`config.mk`:
```
export PLATFORM = sky130hd
export DESIGN_NAME = dmem_arbiter
export DESIGN_NICKNAME = d
export VERILOG_FILES = /design/src/rtl/dmem_arbiter.sv
export SDC_FILE = /design/constraint.sdc
export NUM_CORES = 1
export LEC_CHECK = 0
export ABC_AREA = 1
export CAP_MARGIN = 20
export CORE_AREA = 2 2 105 107
export DETAILED_ROUTE_END_ITERATION = 6
export DIE_AREA = 0 0 107 109
export MAX_ROUTING_LAYER = met4
export PLACE_DENSITY = 0.78
export SYNTH_ARGS = -nofsm -noshare
export SYNTH_HDL_FRONTEND = slang
export SYNTH_SLANG_ARGS = --single-unit
export TNS_END_PERCENT = 10
```
`constraint.sdc`:
```
create_clock -name clk -period 2.4 [get_ports clk]
set_input_delay 0.24 -clock clk [delete_from_list [all_inputs] [get_ports clk]]
set_output_delay 0.24 -clock clk [all_outputs]
set_load 0.1 [all_outputs]
```
`src/rtl/dmem_arbiter.sv`:
```
// Round-robin arbiter sharing the single-port data memory between
// the core LSU (port 0) and the debug/DMA loader (port 1).
//
// Ports:
//   clk, rst                    : clock, async active-high reset
//   pX_req/we/addr/wdata        : requests from port X
//   pX_gnt                      : request accepted this cycle
//   pX_rvalid, pX_err           : registered read-valid / reject pulses
//   rdata                       : shared read data, qualified by pX_rvalid
//   mem_addr/read/write/wdata   : command to data_mem
//   mem_rdata                   : data_mem read data, one cycle after mem_read
module dmem_arbiter #(
  parameter int WIDTH    = 32,
  parameter int ADDR_MAX = 1500
) (
  input  logic             clk,
  input  logic             rst,
  input  logic             p0_req,
  input  logic             p0_we,
  input  logic [WIDTH-1:0] p0_addr,
  input  logic [WIDTH-1:0] p0_wdata,
  output logic             p0_gnt,
  output logic             p0_rvalid,
  output logic             p0_err,
  input  logic             p1_req,
  input  logic             p1_we,
  input  logic [WIDTH-1:0] p1_addr,
  input  logic [WIDTH-1:0] p1_wdata,
  output logic             p1_gnt,
  output logic             p1_rvalid,
  output logic             p1_err,
  output logic [WIDTH-1:0] rdata,
  output logic [WIDTH-1:0] mem_addr,
  output logic             mem_read,
  output logic             mem_write,
  output logic [WIDTH-1:0] mem_wdata,
  input  logic [WIDTH-1:0] mem_rdata
);

  typedef enum logic {
    IDLE,
    RD_WAIT
  } state_e;

  localparam logic [WIDTH-1:0] AMAX = WIDTH'(ADDR_MAX);

  state_e           state_q, state_d;
  logic             rr_last_q, rr_last_d;
  logic [1:0]       rvalid_q, rvalid_d;
  logic [1:0]       err_q, err_d;
  logic [WIDTH-1:0] rdata_q, rdata_d;

  logic             win0, win1, gnt_any;
  logic             sel_we, legal;
  logic [WIDTH-1:0] sel_addr, sel_wdata;

  always_ff @(posedge clk or posedge rst) begin
    if (rst) begin
      state_q   <= IDLE;
      rr_last_q <= 1'b1;
      rvalid_q  <= '0;
      err_q     <= '0;
      rdata_q   <= '0;
    end else begin
      state_q   <= state_d;
      rr_last_q <= rr_last_d;
      rvalid_q  <= rvalid_d;
      err_q     <= err_d;
      rdata_q   <= rdata_d;
    end
  end

  always_comb begin
    win0      = 1'b0;
    win1      = 1'b0;
    state_d   = state_q;
    rr_last_d = rr_last_q;
    rvalid_d  = '0;
    err_d     = '0;
    rdata_d   = rdata_q;

    // Grants are gated by rst so the memory sees nothing during reset.
    if (!rst && state_q == IDLE) begin
      win0 = p0_req && (!p1_req || rr_last_q);
      win1 = p1_req && (!p0_req || !rr_last_q);
    end
    gnt_any = win0 || win1;

    sel_we    = win1 ? p1_we    : p0_we;
    sel_addr  = win1 ? p1_addr  : p0_addr;
    sel_wdata = win1 ? p1_wdata : p0_wdata;
    legal     = (sel_addr <= AMAX) && (sel_addr[1:0] == 2'b00);

    p0_gnt    = win0;
    p1_gnt    = win1;
    mem_addr  = gnt_any ? sel_addr  : '0;
    mem_wdata = gnt_any ? sel_wdata : '0;
    mem_read  = gnt_any && legal && !sel_we;
    mem_write = gnt_any && legal &&  sel_we;

    case (state_q)
      IDLE: begin
        if (gnt_any) begin
          rr_last_d = win1;
          if (!sel_we)
            rvalid_d = {win1, win0};
          if (!legal) begin
            // Rejected reads answer next cycle with zero data.
            err_d = {win1, win0};
            if (!sel_we)
              rdata_d = '0;
          end else if (!sel_we) begin
            state_d = RD_WAIT;
          end
        end
      end
      RD_WAIT: begin
        state_d = IDLE;
        rdata_d = mem_rdata;
      end
    endcase
  end

  // Legal read data comes straight from memory in the response cycle,
  // then is held in rdata_q until the next response.
  assign rdata     = (state_q == RD_WAIT) ? mem_rdata : rdata_q;
  assign p0_rvalid = rvalid_q[0];
  assign p1_rvalid = rvalid_q[1];
  assign p0_err    = err_q[0];
  assign p1_err    = err_q[1];

endmodule

```
==> results.txt, run 1 <==
The run finished, with violations left. The checks that failed: negative setup slack. By startpoint and endpoint, the worst setup path is classified as flop to output pin. The floorplan has 38 rows. The worst setup path is captured at an output pin. After filler insertion, the fill cell instance count of the layout stands at 620.

The maximum fanout count along the critical path was 7. The library cell used most frequently in the layout, excluding fill and tap cells, is nand2_1. Registers take 953 um^2.

The tightest min-delay check is of the input port to asynchronous set/reset pin type. Entering global routing, the biggest net connects 34 pins. The number of vias per cell after detailed routing works out to 4.79. The smallest clock period supported by the final layout is computed as 2.60 ns. The tools report the final count of hold timing violations as 0. The tools report the critical register-to-register path startpoint as state_q.

The highest cell delay on the worst timing path came out at 0.56 ns. Following the worst setup path forward leads to its endpoint at mem_write. For the global routing usage on met3, the log shows 0.0765. The most heavily used metal layer in global routing is met2.

For the worst setup path, the data required time is 2.16 ns. The total of hold buffers inserted after clock tree synthesis is 0, and the clock-pin slew reported for the worst setup and hold paths after clock tree synthesis is 0.07 ns. The per-instance average area after synthesis is 6.07 um^2. The max-slew violation count came out at 0. The initial antenna violation count was 0. The vias after detailed routing was 4862. The worst setup path is launched from a flop.

For the number of buffers between clock root and the deepest sink, the log shows 2. Summed over all cells, the static leakage comes to 3.81 nW. The critical path starts at rr_last_q. TritonCTS built the clock tree. For the core footprint, the log shows 0.0106 mm^2. The tools report the routability congestion estimate from global placement as 0.941. After synthesis, the netlist uses 24 different library cells.

The area growth from synthesis to layout is 161%. The total wirelength of the detailed-routed design is 16600 um, and the detail-routed net length per standard cell is 16.3 um. Clock root buffer master: clkbuf_8. Post-synthesis sequential area ratio: 0.286. For this run the aggregate overflow at the end of global routing stands at 0. For the combined global-route utilization of all metal layers, the log shows 0.283. Final setup violation count: 2. The logs give -0.278 ns for the pre-CTS worst setup slack and 0.284 for the met1 track demand over resource. For the pin with the worst max-slew slack, the measured transition is 0.576 ns. The clock sink count was 38. Setup repair after global routing could not meet its margin everywhere.

For the synthesis warning total, the log shows 0. In this run the vertical extent of the chip is 109 um. The logs give 2.36 ns for the arrival time reported for the critical path endpoint and -0.202 ns for the setup slack of the critical path after layout. Based on the critical path, the design can be clocked at up to 0.384 GHz. Before antenna repair, the detailed router went through 4 iterations. For flop-to-flop paths, the worst setup slack is 0.17 ns. The run gives 0.314 as the initial standard-cell utilization of the core. During placement, the flow inserted port buffers numbering 269. The run gives 13100 um as the final HPWL from detailed placement.

The largest individual stage delay along the critical path comes from the cell dfstp_2. Measured along the x axis, the die boundary spans 107 um. After the first detailed-routing iteration, the DRC count stood at 266.

The number of global-route vias before repair was 5227; the remaining design rule violation count was 0. The synthesized design contains 38 register bits. For the final database, setup skew stands at 0.00607 ns. The number of levels the H-tree was split into came out at 2.

The logs give 0.00827 mm^2 for the total placed instance area and 3.35 mW for the total design power. The kind of cell with the highest combined delay along the critical path is simple AND/OR/NAND/NOR gates. The critical path goes through nand2_4 > nand3_4 > buf_6 > nand2_2 > nand2_1 > nand2_2 > nor2_4 > nand2_2 > nor2_4 > nand4_1 > buf_6 > nor2_4 > buf_12. Max-cap violations in this run came to 0. The fraction of layout instances using a drive strength above 1 works out to 0.386.

With fillers left out, the area of the finished cells amounts to 0.00869 mm^2. Measured in cells, the most critical reg-to-reg path has a length of 10. The number of placed instances, taps included, is 994. The worst-case vdd ir drop is 0.263 mV. The logs give 714 for the total nets after synthesis and 0.28 ns for the clock latency reported for the late side of the worst-skew pair. The number of buffers inserted during clock tree synthesis was 5.

Counting buffers and inverters, the worst setup path is 13 cells deep. 270 I/O pins were placed. Summing all multi-input logic gate instances after layout gives 0.00260 mm^2.

In this run the critical register-to-register path is captured at rdata_q[25]. Counting both buffers and inverters, the worst setup path holds a total of 3. Dividing total power by cell area gives a power density of 386 mW/mm^2. The number of antenna diodes in the final layout is 0. The met2 demand-to-capacity share in global routing is 0.513, and the final cell utilization of the core is 0.819. Summing every instance area after synthesis gives 0.00333 mm^2. The run gives 0.615 as the relative slew slack. The detail route stage leaves a number of antenna-violating nets equal to 0. Post-route clock period utilization: 1.08. In the synthesized netlist, the number of instances is 548. The first global-routing pass estimated 25400 um of wire.

The final instance count without filler cells is 1016, and the post-layout net count is 1042. Leaving out fill and tap cells, the most frequent cells in the layout are nand2_1, clkdlybuf4s50_1, buf_12. The die covers 0.0117 mm^2.
[repair_timing]
action	CTS	global route
pin swaps	7	15
setup endpoints to repair	66	46
hold endpoints to repair	0	0
buffers inserted	8	4
resized for setup	26	31
cloned	2	1
[through the flow]
step           setup TNS [ns]  hold WS, ns
4_1_cts                -0.296        0.268
3_3_place_gp            -6.23        0.498
5_1_grt                 -1.11        0.304
6_report               -0.386        0.272
2_1_floorplan           -5.05        0.306
3_5_place_dp           -10.60        0.523
[worst reg2reg max path: cells and delay by family, from the launching register on]
kind / cells / cell delay, ns
AOI/OAI and AO/OA: 2 / 0.22
DFF: 1 / 0.44
buffers and inverters: 4 / 0.83
and+or+nand+nor: 4 / 0.62
[synth_stat cells (all sizes together)]
cell type  count  share of area
a21oi         77           0.15
nor2          39          0.053
nand4         29          0.055
nand2        237           0.27
a31oi          3         0.0075
and3           1         0.0019
clkbuf        11          0.012
inv           78          0.088
nand3          4          0.014
dfrtp         37           0.28
dfstp          1         0.0079
buf           28          0.061
o21ai          3         0.0045
[worst min-delay path by stage]
stage                   to  depth (start not counted)  slack (ns)
2_1_floorplan  rvalid_q[1]                          1        0.31
3_3_place_gp     rr_last_q                          2        0.50
3_5_place_dp     rr_last_q                          2        0.52
4_1_cts           err_q[1]                          2        0.27
5_1_grt           err_q[1]                          2        0.30
6_report        rdata_q[0]                          2        0.27
[flip-flops by register name (all words and copies together) (netlist names)]
signal     count
rdata_q       32
err_q          2
rvalid_q       2
rr_last_q      1
state_q        1
[where the power goes]
group,leakage (nW),internal [mW],total [mW],switching [mW]
logic,3.24,0.936,2.30,1.36
registers,0.524,0.650,0.655,0.00471
clock network,0.0438,0.195,0.398,0.204
total,3.81,1.78,3.35,1.57
[routing by layer]
layer,wire length [um],vias up
met4,777,0
met2,8770,234
li1,-,2346
met1,5710,2226
met5,0,-
met3,1330,56
[layout make-up]
| class | instances | share of cell area |
|---|---|---|
| Clock buffer | 5 | 0.00792 |
| Clock inverter | 2 | 0.00115 |
| Inverter | 78 | 0.0346 |
| Multi-Input combinational cell | 394 | 0.300 |
| Sequential cell | 38 | 0.110 |
| Tap cell | 140 | 0.0202 |
| Timing Repair Buffer | 359 | 0.527 |
[cells by family after synthesis]
| group | share of synthesized area |
|---|---|
| buffers and inverters | 0.161 |
| DFF | 0.286 |
| and+or+nand+nor | 0.391 |
| AOI/OAI and AO/OA | 0.162 |
(Power assumes the default switching activity.)
==> run 2: changes to the inputs <==
==> constraint.sdc (replaced) <==
create_clock -name clk -period 2.5 [get_ports clk]
set_input_delay 0.25 -clock clk [delete_from_list [all_inputs] [get_ports clk]]
set_output_delay 0.25 -clock clk [all_outputs]
set_load 0.1 [all_outputs]
==> results.txt, run 2 (synthesis gave the netlist of run 1 again) <==
The relative slew slack came out at 0.652 (+0.0363). The logs give 1.90 mW (+6.9%) for the cell-internal power and 25000 um (-1.3%) for the first-pass GRT wire length. The area growth from synthesis to layout is 159%. The post-layout net count is 1034 (-0.77%), and the core footprint is 0.0106 mm^2 (unchanged). The slew at the pin closest to its max-slew limit is 0.521 ns (-0.0549 ns), and the initial standard-cell utilization of the core is 0.314 (unchanged). The leakage component of the power came out at 3.78 nW (-0.68%). The tools report the cell area after layout as 0.00863 mm^2 (-0.68%). The flip-flop count of the largest register after layout is 32 (unchanged). The register share of total power was 0.183 (-0.012); the power per unit of standard cell area was 397 mW/mm^2 (+2.9%).

The count of standard-cell rows is 38 (unchanged), and the maximum number of pins on one net before global-route repair is 34 (unchanged). The number of inserted diodes was 0 (unchanged). The largest registers in the layout are rdata_q x32, err_q x2, rvalid_q x2. The setup slack of the critical path after layout is -0.108 ns (+0.0937 ns). Maximum fanout count along the critical path: 7 (unchanged). The clock root buffer master is clkbuf_8. The flow ran to the end, but the final reports show violations. Setup repair after global routing could not meet its margin everywhere. The clock-pin slew reported for the worst setup and hold paths after clock tree synthesis is 0.08 ns (about the same).

The met1 track demand over resource was 0.287 (+0.00248). The checks that failed: negative setup slack. The met2 demand-to-capacity share in global routing came out at 0.507 (-0.00546).

The floorplan die area was 0.0117 mm^2 (unchanged). The fraction of layout instances using a drive strength above 1 came out at 0.364 (-0.0222). Arrival time reported for the critical path endpoint: 2.36 ns (about the same).

Number of vias per cell after detailed routing: 4.89 (+2.2%). The final HPWL from detailed placement was 12800 um (-2.2%); the count of nets left with antenna violations after detail routing was 0 (unchanged). The total wirelength of the detailed-routed design was 16200 um (-2.1%). The max-slew violation count is 0 (unchanged). The logs give 0.278 (-0.00500) for the combined global-route utilization of all metal layers and 0.927 (-1.5%) for the routability congestion estimate from global placement. The y dimension of the die is 109 um (unchanged). The run gives 0.814 (-0.00555) as the final cell utilization of the core. The die extent in x came out at 107 um (unchanged). The number of global-route vias before repair was 5288 (+1.2%); the combinational power share was 0.636 (-0.050). The tools report the global routing usage on met3 as 0.0717 (-0.00478). The most heavily used metal layer in global routing was met2.

The worst setup path is launched from a flop. The most common cell after layout, fill and taps aside is nand2_1. For the total placed instance area, the log shows 0.00823 mm^2 (-0.42%). Derived from the worst setup path, the maximum achievable clock frequency is 0.383 GHz. The number of buffers between clock root and the deepest sink is 2 (unchanged), and the count of routing violations after the opening detailed-route iteration is 327 (+23%). The detail-routed net length per standard cell was 16.1 um (-1.5%). The kind of end point of the critical path was an output pin. The type of the worst setup path was flop to output pin.

Path type of the worst min-delay path: input port to asynchronous set/reset pin. Number of search-and-repair iterations in the first detailed-routing pass: 5 (+1). The logs give 0 (unchanged) for the initial antenna violation count and 0.245 mV (-7.0%) for the worst-case vdd ir drop.

In the layout the commonest cells are nand2_1, clkdlybuf4s50_1, buf_12. The final count of hold timing violations is 0 (unchanged). The post-layout minimum cycle time was 2.61 ns; the proportion of power drawn by the clock network was 0.181 (+0.062). For the remaining design rule violation count, the log shows 0 (unchanged). Clock sink count: 38 (unchanged). The run gives 2.25 ns (+0.09 ns) as the worst path required time. The number of top-level pins is 270 (unchanged), and the setup skew after layout is 0.00384 ns (-0.00224 ns). The number of buffers inserted during clock tree synthesis was 5 (unchanged). The switching portion of total power is 0.444 (-0.0245), and the pre-CTS worst setup slack is -0.298 ns (-0.0196 ns). For the number of max-cap violations, the log shows 0 (unchanged).

The number of levels the H-tree was split into came out at 2 (unchanged). The vias after detailed routing was 4935 (+1.5%); the switching power was 1.52 mW (-3.1%). The remaining global-route overflow was 0 (unchanged); the count of input and output buffers was 269 (unchanged). The clock latency reported for the late side of the worst-skew pair is 0.28 ns (about the same), and the final setup violation count is 2 (unchanged). TritonCTS built the clock tree.

The register bank with the most flops is rdata_q. Post-route clock period utilization: 1.04.
-- run 2: cell type report --
| type | count | area (um^2) |
|---|---|---|
| Timing Repair Buffer | 350 | 4490 |
| Multi-Input combinational cell | 395 | 2570 |
| Fill cell | 620 | 1970 |
| Sequential cell | 38 | 953 |
| Inverter | 78 | 297 |
| Tap cell | 140 | 175 |
| Clock buffer | 5 | 68.8 |
| Clock inverter | 3 | 68.8 |
-- run 2: power by group through the flow --
| stage | clock (mW) | combinational (mW) | sequential, mW |
|---|---|---|---|
| CTS | 0.636 | 2.16 | 0.628 |
| finish | 0.620 | 2.18 | 0.628 |
| global placement | 0 | 2.08 | 0.639 |
| global route | 0.658 | 2.26 | 0.629 |
| floorplan | 0 | 1.17 | 0.666 |
| detailed placement | 0 | 2.11 | 0.639 |
-- run 2: final timing paths --
path                       startpoint          end  cells past startpoint  slack [ns]
max in group asynchronous         rst  rdata_q[11]                      3        1.61
min in group clk                p1_we  rvalid_q[1]                      2        0.53
hold reg to reg             rr_last_q    rr_last_q                      2        0.59
setup / recovery              state_q    mem_write                     12       -0.11
hold / removal                    rst     err_q[1]                      2        0.19
setup reg to reg              state_q  rdata_q[24]                     11        0.23
-- run 2: critical path, cell delays in order (launching register included) --
cell	delay, ns
dfrtp_2	0.45
nor2_8	0.15
buf_4	0.15
buf_12	0.11
nand4_1	0.08
nand2_1	0.11
nand2_1	0.07
nor2_2	0.16
nand2_2	0.09
nor2_4	0.11
nand4_1	0.19
nor2_2	0.20
buf_12	0.19
-- run 2: timing repair --
action	4_1_cts	5_1_grt
setup buffers	5	3
hold buffers	0	0
pin swaps	4	10
cloned	4	0
resized for setup	18	14
endpoints found under the setup margin	69	72
-- run 2: per-layer routing --
layer | up-vias | routed length [um]
li1 | 2331 | -
met1 | 2315 | 5560
met5 | - | 0
met2 | 245 | 8860
met4 | 0 | 516
met3 | 44 | 1300
-- run 2: per-stage QoR --
step	hold slack, ns	power [mW]	TNS, ns	cells
after detailed placement	0.563	2.75	-9.29	989
after floorplan	0.316	1.84	-5.38	548
after global placement	0.512	2.72	-3.75	989
final	0.195	3.43	-0.215	1009
after CTS	0.211	3.42	-0.244	1006
after global routing	0.238	3.54	-3.56	1009
==> run 3: changes to the inputs <==
--- a/config.mk
+++ b/config.mk
@@ -8,6 +8,7 @@
 export ABC_AREA = 1
 export CAP_MARGIN = 20
 export CORE_AREA = 2 2 105 107
+export CTS_CLUSTER_DIAMETER = 100
 export DETAILED_ROUTE_END_ITERATION = 6
 export DIE_AREA = 0 0 107 109
 export MAX_ROUTING_LAYER = met4
==> results of run 3 <==
The final DEF is identical to that of run 2; final timing and power are the same.
